===== config.mk =====
export PLATFORM = sky130hd
export DESIGN_NAME = aibnd_dcc_cal_ctrl_flat
export DESIGN_NICKNAME = d
export VERILOG_FILES = /design/src/rtl/aibnd_dcc_cal_ctrl_if.sv /design/src/rtl/aibnd_dcc_cal_ctrl.sv /design/src/flat_wrapper.sv
export SDC_FILE = /design/constraint.sdc
export NUM_CORES = 1
export LEC_CHECK = 0
export BUFFER_PORTS_ARGS = -buffer_cell sky130_fd_sc_hd__buf_2
export CORE_UTILIZATION = 40
export DETAILED_ROUTE_END_ITERATION = 7
export GPL_TIMING_DRIVEN = 0
export PLACE_DENSITY_LB_ADDON = 0.3
export REMOVE_ABC_BUFFERS = 1
export SLEW_MARGIN = 30
export SYNTH_ARGS = -nofsm -noshare
export SYNTH_HDL_FRONTEND = slang
export SYNTH_SLANG_ARGS = --single-unit

===== constraint.sdc =====
create_clock -name clk_dcd -period 6.4 [get_ports clk_dcd]
set_input_delay 0.96 -clock clk_dcd [delete_from_list [all_inputs] [get_ports clk_dcd]]
set_output_delay 0.96 -clock clk_dcd [all_outputs]
set_load 0.02 [all_outputs]

===== src/rtl/aibnd_dcc_cal_ctrl_if.sv =====
// Signal bundle between the DLL/phase-detector side and the DCC calibration controller.
// The controller attaches through the slave modport; the driving side uses master.
interface aibnd_dcc_cal_ctrl_if #(
    parameter int GRAY_W = 10,
    parameter int I_W    = 3
);
    logic                  dll_lock;
    logic [I_W-1:0]        i_gray;
    logic [GRAY_W-I_W-1:0] f_gray;
    logic [GRAY_W-1:0]     pvt_ref_half_gry;
    logic                  rb_cont_cal;
    logic                  rb_dcc_byp;
    logic                  t_up;
    logic                  t_down;
    logic                  scan_mode_n;
    logic                  scan_shift_n;
    logic                  scan_in;
    logic [GRAY_W-1:0]     dly_gray;
    logic                  dly_sel_cont;
    logic                  dcc_done;
    logic                  track_sat;
    logic [2:0]            cal_state;
    logic                  scan_out;

    modport master (
        output dll_lock, i_gray, f_gray, pvt_ref_half_gry, rb_cont_cal, rb_dcc_byp,
               t_up, t_down, scan_mode_n, scan_shift_n, scan_in,
        input  dly_gray, dly_sel_cont, dcc_done, track_sat, cal_state, scan_out
    );

    modport slave (
        input  dll_lock, i_gray, f_gray, pvt_ref_half_gry, rb_cont_cal, rb_dcc_byp,
               t_up, t_down, scan_mode_n, scan_shift_n, scan_in,
        output dly_gray, dly_sel_cont, dcc_done, track_sat, cal_state, scan_out
    );
endinterface


===== src/rtl/aibnd_dcc_cal_ctrl.sv =====
// Duty-cycle-correction calibration controller: loads a half-period reference code on
// DLL lock, waits for settling, then optionally tracks phase-detector votes.
module aibnd_dcc_cal_ctrl #(
    parameter int GRAY_W   = 10,
    parameter int I_W      = 3,
    parameter int DONE_DLY = 7,
    parameter int TRACK_TH = 4
) (
    input  logic                  clk_dcd,
    input  logic                  dll_reset,
    aibnd_dcc_cal_ctrl_if.slave   bus
);

    typedef enum logic [2:0] {
        IDLE      = 3'd0,
        WAIT_LOCK = 3'd1,
        SETTLE    = 3'd2,
        DONE      = 3'd3,
        TRACK     = 3'd4,
        BYP       = 3'd5
    } state_t;

    localparam int CNT_W = (DONE_DLY < 2) ? 1 : $clog2(DONE_DLY + 1);
    localparam logic signed [3:0] TH_P = 4'(TRACK_TH);
    localparam logic signed [3:0] TH_N = 4'(-TRACK_TH);

    function automatic logic [GRAY_W-1:0] gray2bin(input logic [GRAY_W-1:0] g);
        logic [GRAY_W-1:0] b;
        b[GRAY_W-1] = g[GRAY_W-1];
        for (int k = GRAY_W - 2; k >= 0; k--) begin
            b[k] = b[k+1] ^ g[k];
        end
        return b;
    endfunction

    function automatic logic [GRAY_W-1:0] bin2gray(input logic [GRAY_W-1:0] b);
        return b ^ (b >> 1);
    endfunction

    state_t                   state_q, state_d;
    logic [GRAY_W-1:0]        code_q, code_d;
    logic signed [3:0]        filt_q, filt_d;
    logic [CNT_W-1:0]         cnt_q, cnt_d;
    logic                     sat_q, sat_d;
    logic [GRAY_W-1:0]        dly_gray_q, dly_gray_d;
    logic                     done_q, done_d;
    logic                     sel_cont_q, sel_cont_d;
    logic signed [3:0]        filt_inc, filt_dec;
    logic                     scan_frz;
    logic                     locked_state;

    assign scan_frz     = ~bus.scan_mode_n & ~bus.scan_shift_n;
    assign locked_state = (state_q == SETTLE) || (state_q == DONE) || (state_q == TRACK);
    assign filt_inc     = filt_q + 4'sd1;
    assign filt_dec     = filt_q - 4'sd1;

    always_comb begin
        state_d = state_q;
        code_d  = code_q;
        filt_d  = filt_q;
        cnt_d   = cnt_q;
        sat_d   = sat_q;

        if (scan_frz) begin
            // Freeze: only the code register moves, acting as the scan chain.
            code_d = {code_q[GRAY_W-2:0], bus.scan_in};
        end else if (bus.rb_dcc_byp) begin
            state_d = BYP;
            cnt_d   = '0;
            filt_d  = '0;
        end else if (!bus.dll_lock && locked_state) begin
            state_d = WAIT_LOCK;
            cnt_d   = '0;
            filt_d  = '0;
            sat_d   = 1'b0;
        end else begin
            case (state_q)
                IDLE: state_d = WAIT_LOCK;
                WAIT_LOCK: begin
                    if (bus.dll_lock) begin
                        code_d  = gray2bin(bus.pvt_ref_half_gry);
                        filt_d  = '0;
                        cnt_d   = '0;
                        state_d = SETTLE;
                    end
                end
                SETTLE: begin
                    cnt_d = cnt_q + 1'b1;
                    if (cnt_q == CNT_W'(DONE_DLY - 1)) begin
                        state_d = DONE;
                    end
                end
                DONE: begin
                    if (bus.rb_cont_cal) begin
                        state_d = TRACK;
                    end
                end
                TRACK: begin
                    if (!bus.rb_cont_cal) begin
                        state_d = DONE;
                        filt_d  = '0;
                    end else if (bus.t_up && !bus.t_down) begin
                        if (filt_inc == TH_P) begin
                            filt_d = '0;
                            if (code_q == '1) sat_d = 1'b1;
                            else              code_d = code_q + 1'b1;
                        end else begin
                            filt_d = filt_inc;
                        end
                    end else if (bus.t_down && !bus.t_up) begin
                        if (filt_dec == TH_N) begin
                            filt_d = '0;
                            if (code_q == '0) sat_d = 1'b1;
                            else              code_d = code_q - 1'b1;
                        end else begin
                            filt_d = filt_dec;
                        end
                    end
                end
                BYP:     state_d = IDLE;
                default: state_d = IDLE;
            endcase
        end

        if ((state_q == TRACK) && (state_d != TRACK)) begin
            sat_d = 1'b0;
        end
    end

    // Status outputs are registered against the next state so they align with cal_state.
    always_comb begin
        done_d     = (state_d == DONE) || (state_d == TRACK) || (state_d == BYP);
        sel_cont_d = (state_d == TRACK);
        case (state_q)
            WAIT_LOCK:            dly_gray_d = {bus.f_gray, bus.i_gray};
            SETTLE, DONE, TRACK:  dly_gray_d = bin2gray(code_q);
            default:              dly_gray_d = '0;
        endcase
    end

    always_ff @(posedge clk_dcd) begin
        if (dll_reset) begin
            state_q    <= IDLE;
            code_q     <= '0;
            filt_q     <= '0;
            cnt_q      <= '0;
            sat_q      <= 1'b0;
            dly_gray_q <= '0;
            done_q     <= 1'b0;
            sel_cont_q <= 1'b0;
        end else begin
            state_q    <= state_d;
            code_q     <= code_d;
            filt_q     <= filt_d;
            cnt_q      <= cnt_d;
            sat_q      <= sat_d;
            dly_gray_q <= dly_gray_d;
            done_q     <= done_d;
            sel_cont_q <= sel_cont_d;
        end
    end

    assign bus.dly_gray     = dly_gray_q;
    assign bus.dly_sel_cont = sel_cont_q;
    assign bus.dcc_done     = done_q;
    assign bus.track_sat    = sat_q;
    assign bus.cal_state    = state_q;
    assign bus.scan_out     = code_q[GRAY_W-1];

endmodule


===== src/flat_wrapper.sv =====
// flat-port wrapper written by rule: the top's interface ports become plain ports
module aibnd_dcc_cal_ctrl_flat 
#(
    parameter int GRAY_W   = 10,
    parameter int I_W      = 3,
    parameter int DONE_DLY = 7,
    parameter int TRACK_TH = 4
)
  (clk_dcd, dll_reset, bus_dll_lock, bus_i_gray, bus_f_gray, bus_pvt_ref_half_gry, bus_rb_cont_cal, bus_rb_dcc_byp, bus_t_up, bus_t_down, bus_scan_mode_n, bus_scan_shift_n, bus_scan_in, bus_dly_gray, bus_dly_sel_cont, bus_dcc_done, bus_track_sat, bus_cal_state, bus_scan_out);
  aibnd_dcc_cal_ctrl_if #(.GRAY_W(GRAY_W), .I_W(I_W)) bus_i ();
  input  logic clk_dcd;
  input  logic dll_reset;
  input wire logic [$bits(bus_i.dll_lock)-1:0] bus_dll_lock;
  input wire logic [$bits(bus_i.i_gray)-1:0] bus_i_gray;
  input wire logic [$bits(bus_i.f_gray)-1:0] bus_f_gray;
  input wire logic [$bits(bus_i.pvt_ref_half_gry)-1:0] bus_pvt_ref_half_gry;
  input wire logic [$bits(bus_i.rb_cont_cal)-1:0] bus_rb_cont_cal;
  input wire logic [$bits(bus_i.rb_dcc_byp)-1:0] bus_rb_dcc_byp;
  input wire logic [$bits(bus_i.t_up)-1:0] bus_t_up;
  input wire logic [$bits(bus_i.t_down)-1:0] bus_t_down;
  input wire logic [$bits(bus_i.scan_mode_n)-1:0] bus_scan_mode_n;
  input wire logic [$bits(bus_i.scan_shift_n)-1:0] bus_scan_shift_n;
  input wire logic [$bits(bus_i.scan_in)-1:0] bus_scan_in;
  output wire logic [$bits(bus_i.dly_gray)-1:0] bus_dly_gray;
  output wire logic [$bits(bus_i.dly_sel_cont)-1:0] bus_dly_sel_cont;
  output wire logic [$bits(bus_i.dcc_done)-1:0] bus_dcc_done;
  output wire logic [$bits(bus_i.track_sat)-1:0] bus_track_sat;
  output wire logic [$bits(bus_i.cal_state)-1:0] bus_cal_state;
  output wire logic [$bits(bus_i.scan_out)-1:0] bus_scan_out;
  assign bus_i.dll_lock = bus_dll_lock;
  assign bus_i.i_gray = bus_i_gray;
  assign bus_i.f_gray = bus_f_gray;
  assign bus_i.pvt_ref_half_gry = bus_pvt_ref_half_gry;
  assign bus_i.rb_cont_cal = bus_rb_cont_cal;
  assign bus_i.rb_dcc_byp = bus_rb_dcc_byp;
  assign bus_i.t_up = bus_t_up;
  assign bus_i.t_down = bus_t_down;
  assign bus_i.scan_mode_n = bus_scan_mode_n;
  assign bus_i.scan_shift_n = bus_scan_shift_n;
  assign bus_i.scan_in = bus_scan_in;
  assign bus_dly_gray = bus_i.dly_gray;
  assign bus_dly_sel_cont = bus_i.dly_sel_cont;
  assign bus_dcc_done = bus_i.dcc_done;
  assign bus_track_sat = bus_i.track_sat;
  assign bus_cal_state = bus_i.cal_state;
  assign bus_scan_out = bus_i.scan_out;
  aibnd_dcc_cal_ctrl #(.GRAY_W(GRAY_W), .I_W(I_W), .DONE_DLY(DONE_DLY), .TRACK_TH(TRACK_TH)) u_core (.clk_dcd(clk_dcd), .dll_reset(dll_reset), .bus(bus_i));
endmodule

==> results of run 1 <==
cell families (layout without fill, tap and decap cells):
| logic type | Yosys count | in the layout |
|---|---|---|
| buffers and inverters | 33 | 72 |
| xor gates and xnor gates | 23 | 23 |
| AOI/OAI and AO/OA | 95 | 95 |
| adders and majority gates | 25 | 25 |
| and+or+nand+nor | 99 | 99 |
| muxes | 2 | 2 |
| DFF | 33 | 33 |
report_power, final:
| part | switching [mW] | internal, mW |
|---|---|---|
| Sequential | 0.0134 | 0.215 |
| Clock | 0.0785 | 0.127 |
| Combinational | 0.0944 | 0.0734 |
layout make-up:
type                            count  area share [%]
Multi-Input combinational cell    244           59.88
Sequential cell                    33           22.68
Timing Repair Buffer               46           7.904
Tap cell                           75           3.222
Clock buffer                        7           2.964
Inverter                           18           2.320
Clock inverter                      1           1.031
sequential cells by signal, summed over array words and instances (netlist names):
signal / flops
u_core.cnt_q: 3
u_core.bus.cal_state: 3
u_core.bus.dcc_done: 1
u_core.code_q: 10
u_core.bus.track_sat: 1
u_core.bus.dly_sel_cont: 1
u_core.filt_q: 4
u_core.bus.dly_gray: 10
stage by stage:
step,instance area [µm²],std cells,setup slack (ns),total power [mW],util [%]
after floorplan,2459,295,3.186,0.3522,-
after global placement,2783,416,2.662,0.3977,46.45
after detailed placement,2796,416,2.689,0.4001,46.68
after CTS,2913,424,2.996,0.6064,48.62
after global routing,2913,424,2.690,0.6361,48.62
final,2913,424,2.965,0.6019,48.62
cells in the final DEF (no fill, tap or decap), types with 2 or more instances in the layout:
| master | instances |
|---|---|
| a2111oi_0 | 2 |
| a211o_1 | 2 |
| a211oi_1 | 8 |
| a21o_1 | 3 |
| a21oi_1 | 23 |
| a22oi_1 | 11 |
| a31oi_1 | 5 |
| buf_2 | 46 |
| clkbuf_8 | 6 |
| dfxtp_1 | 33 |
| ha_1 | 24 |
| inv_1 | 17 |
| mux2i_1 | 2 |
| nand2_1 | 16 |
| nand2b_1 | 6 |
| nand3_1 | 4 |
| nand3b_1 | 2 |
| nand4_1 | 6 |
| nor2_1 | 34 |
| nor2b_1 | 5 |
| nor3_1 | 9 |
| nor4_1 | 3 |
| o211ai_1 | 2 |
| o21a_1 | 5 |
| o21ai_0 | 11 |
| o21ai_1 | 4 |
| o22ai_1 | 4 |
| o31ai_1 | 2 |
| o32ai_1 | 3 |
| or3_1 | 4 |
| xnor2_1 | 9 |
| xor2_1 | 10 |
worst reg2reg max path, cell delays in order (launching register included):
cell	delay [ns]
dfxtp_1	0.46
inv_1	0.10
ha_1	0.26
nand2b_1	0.09
o21ai_1	0.07
a22o_1	0.25
a31oi_1	0.42
o21a_1	0.45
a211oi_1	0.12
a2111oi_0	0.38
worst paths after layout:
kind / cells past startpoint / startpoint / end
max: 12 / bus_t_down / u_core.code_q[8]
min: 2 / u_core.cnt_q[1] / u_core.cnt_q[1]
max reg2reg: 9 / u_core.filt_q[0] / u_core.code_q[3]
min reg2reg: 2 / u_core.cnt_q[1] / u_core.cnt_q[1]
per-layer routing:
metal	share of wire (%)	wire (µm)
met1	51	3035
met2	45	2696
met3	2.7	163
met4	1.0	60
met5	0	0
==> flow_summary.ini, run 1 <==
[global_routing]
gr-total-overflow = 0
grt_pass1_vias = 2136
grt-busiest-layer = met2
met2_usage_pct = 31.42
gr-usage-all-layers_pct = 19.22
antenna_found_initial = 0
grt_max_degree = 33
met1_usage_pct = 26.17
grt_use_met3_pct = 2.360
grt_pass1_wl_mm = 9.977

[die]
placementRows = 28
die_h_um = 81.37
coreArea_mm2 = 0.005991
die_area_mm2 = 0.006621
initial_core_util_pct = 42.06
die_w_um = 81.37
pin_count = 47

[finish]
fin_nets = 403
syn_to_final_growth_pct = 15.59
seqCellArea_um2 = 660.6
multi_input_area_mm2 = 0.001744
final.fill_count = 573
antenna_cells = 0
drive_above_1_share_pct = 17.48

[timing]
period_share_pct = 53.68
finalHoldViolCount = 0
relSlewSlack_pct = 46.20
rsz0062_at_grt = false
tightest_slew_ns = 0.8034
skew_ns = 0.008267
slew_viol_final = 0
final.min_clock_period_ns = 3.435
timing.fmax_ghz = 0.2911
finalSetupTns_ns = 0
hold_ws_ns = 0.4877
setup_viol = 0

[pwr]
p_per_area_mw_per_mm2 = 206.6
peakVddDrop_v = 0.0001039
p_leak_nw = 1.275

[setup_path]
cp.arrival_ns = 3.58
critPathSlowestCell = fa_1
critPathCaptureType = register
critPathMaxFanout = 14
worst-path-buf-inv = 3
cp.required_ns = 6.55
path_cells = buf_2, inv_1, ha_1, inv_2, fa_1, a21o_1, a21oi_1, o21ai_0, a31oi_1, xnor2_1, a211oi_1, o32ai_1
path_class = in -> reg
critPathTopFamily = compound AO/OA/AOI/OAI gates
cpPeakStageDelay_ns = 0.50
ff2ff_setup_slack_ns = 3.69
worstSetupStartpointType = primary input

[clock_tree]
cts_root_buf = clkbuf_8
cts_hold_buf = 0
h-tree-depth = 2
insertion_delay_ns = 0.29
cts_tree = yes
clock-sinks = 33
clkSlewWorstSetupHoldPaths_ns = 0.07
cts_buffer_depth = 2
cts_buffers = 5
cts_resized = 0
cts_post_setup_buffers_inserted = 0

[routing]
wl_per_cell_um = 14.04
drt-vias-per-instance = 5.550
num_vias = 2353
initialDrtViolationCount = 114
first_pass_iters = 4
drc_errors = 0
drtAntennaViolNets = 0
routed_wl_mm = 5.955

[synth]
synth_top_family_by_area = compound AO/OA/AOI/OAI gates
syn_avg_cell_area_um2 = 8.129
synthCells = 310
yosysUniqueCellTypes = 57
yosysMostFrequentCell = nor2_1
synth_top_cells_by_count = 35 x nor2_1, 33 x dfxtp_1, 24 x ha_1
yosysTopAreaCellShare_pct = 26.22
synth_area_leader_cell = dfxtp_1
synth_seq_area_share_pct = 26.22
synth_ff_type = dfxtp_1
synthXorXnorAreaFrac_pct = 10.48
synth-seq-cells = 33
ys_warn_count = 0
synthAdderAreaFrac_pct = 12.71
synthMuxAreaShare_pct = 0.7944
synth.area.top_cells = dfxtp_1 26%, ha_1 12%, nor2_1 5.2%, a21oi_1 4.6%, xor2_1 3.5%
synth-simple-area-share_pct = 19.46
syn_area_mm2 = 0.002520
synth_compound_gate_area_share_pct = 25.22
ys_async_sr_fraction_pct = 0
synth_edf_count = 0

[worst_hold_path]
hold_class = reg -> reg

[placed_design]
dp_hpwl_mm = 4.425
portBuffers = 46
gp_congestion = 0.8253

[outcome]
outcome = completed

[flow_run]
maxCapViolations = 0
Note: power is estimated with default switching activity, not from simulation.
==> run 2, diff against run 1 <==
==> constraint.sdc (replaced) <==
create_clock -name clk_dcd -period 3.2 [get_ports clk_dcd]
set_input_delay 0.48 -clock clk_dcd [delete_from_list [all_inputs] [get_ports clk_dcd]]
set_output_delay 0.48 -clock clk_dcd [all_outputs]
set_load 0.02 [all_outputs]
==> flow_summary.ini, run 2 (synthesized netlist as in run 1, its figures left out) <==
[pwr]
peakVddDrop_v = 0.0002083
p_total_mw = 1.205
p_leak_nw = 1.276
p_per_area_mw_per_mm2 = 413.6

[placed_design]
post_dp_cell_area_mm2 = 0.002796
dp_slack_ns = -0.03088
gp_congestion = 0.8253
dp_hpwl_mm = 4.425
portBuffers = 46

[setup_path]
worstSetupStartpointType = primary input
worstReg2RegStart = u_core.filt_q[0]
path_class = in -> reg
critPathMaxFanout = 14
cp.required_ns = 3.35
cp.arrival_ns = 3.11
critPathCaptureType = register
cp-startpoint = bus_t_down

[finish]
fin_nets = 403
final.fill_count = 573
final_cell_mix = 46 x buf_2, 34 x nor2_1, 33 x dfxtp_1
antenna_cells = 0
drive_above_1_share_pct = 17.48
syn_to_final_growth_pct = 15.59
layout_commonest_cell = buf_2
stdcell_area_mm2 = 0.002913

[timing]
finalSetupTns_ns = 0
slew_viol_final = 0
final.min_clock_period_ns = 2.963
finalHoldViolCount = 0
rsz0062_at_grt = false
tightest_slew_ns = 0.8022
timing.fmax_ghz = 0.3375
setup_viol = 0
period_share_pct = 92.59
worst_slack_ns = 0.2371
relSlewSlack_pct = 46.29
skew_ns = 0.008217

[routing]
first_pass_iters = 4
wl_per_cell_um = 13.99
drt-vias-per-instance = 5.502
drtAntennaViolNets = 0
routed_wl_mm = 5.931
drc_errors = 0
initialDrtViolationCount = 109
num_vias = 2333

[global_routing]
grt_max_degree = 33
antenna_found_initial = 0
grt_pass1_wl_mm = 9.977
gr-total-overflow = 0
gr-usage-all-layers_pct = 19.22
grt_pass1_vias = 2136

[die]
pin_count = 47
placementRows = 28
die_w_um = 81.37
die_area_mm2 = 0.006621
die_h_um = 81.37
coreArea_mm2 = 0.005991
initial_core_util_pct = 42.06

[clock_tree]
cts_post_setup_buffers_inserted = 0
clock-sinks = 33
cts_buffer_depth = 2
cts_buffers = 5
h-tree-depth = 2
insertion_delay_ns = 0.28
clkSlewWorstSetupHoldPaths_ns = 0.07
cts_root_buf = clkbuf_8
cts_tree = yes

[outcome]
outcome = completed

[worst_hold_path]
min-delay-start = bus_i_gray[0]
hold_class = in -> reg

[flow_run]
maxCapViolations = 0
run 2: cell counts in the layout (fill, tap and decap cells not counted):
No cell type changed its count.
run 2: cell type report:
class	count	area, µm²	share of cell area [%]
sequential	33	660.6	22.68
clock buffer	7	86.33	2.964
multi-input combinational	244	1744	59.88
tap	75	93.84	3.222
clock inverter	1	30.03	1.031
timing repair buffer	46	230.2	7.904
inverter	18	67.56	2.320
run 2: where the power goes:
part           internal, mW  switching [mW]
combinational         0.147           0.189
clock                 0.254           0.158
sequential            0.430          0.0267
total                 0.831           0.373
run 2: final timing paths:
| check | endpoint | depth (start not counted) | slack [ns] |
|---|---|---|---|
| min reg2reg | u_core.cnt_q[1] | 2 | 0.49 |
| min | u_core.bus.dly_gray[0] | 3 | 0.43 |
| max reg2reg | u_core.code_q[3] | 9 | 0.49 |
| max | u_core.code_q[8] | 12 | 0.24 |
run 2: what timing repair did:
item,4_1_cts,5_1_grt
endpoints found under the setup margin,0,1
gates resized for setup,0,1
hold buffers,0,0
run 2: critical path: stages:
cell	delay [ns]
buf_2	0.09
inv_1	0.05
ha_1	0.40
inv_2	0.24
fa_1	0.50
a21o_1	0.17
a21oi_1	0.20
o21ai_0	0.17
a31oi_1	0.23
xnor2_1	0.08
a211oi_1	0.33
o32ai_1	0.14
run 2: metal layers:
metal | track usage, % | wire length [µm] | vias to the layer above
li1 | - | - | 1205
met3 | 2.360 | 164 | 4
met1 | 26.17 | 3041 | 1080
met5 | 0 | 0 | -
met2 | 31.42 | 2664 | 44
met4 | 5.714 | 60 | 0
run 2: per-stage QoR:
stage                     util [%]  instances  hold WS (ns)
after floorplan                  -        295        0.4462
after global placement       46.45        416        0.4666
after detailed placement     46.68        416        0.4745
after CTS                    48.62        424        0.4190
after global routing         48.62        424        0.4313
final                        48.62        424        0.4283
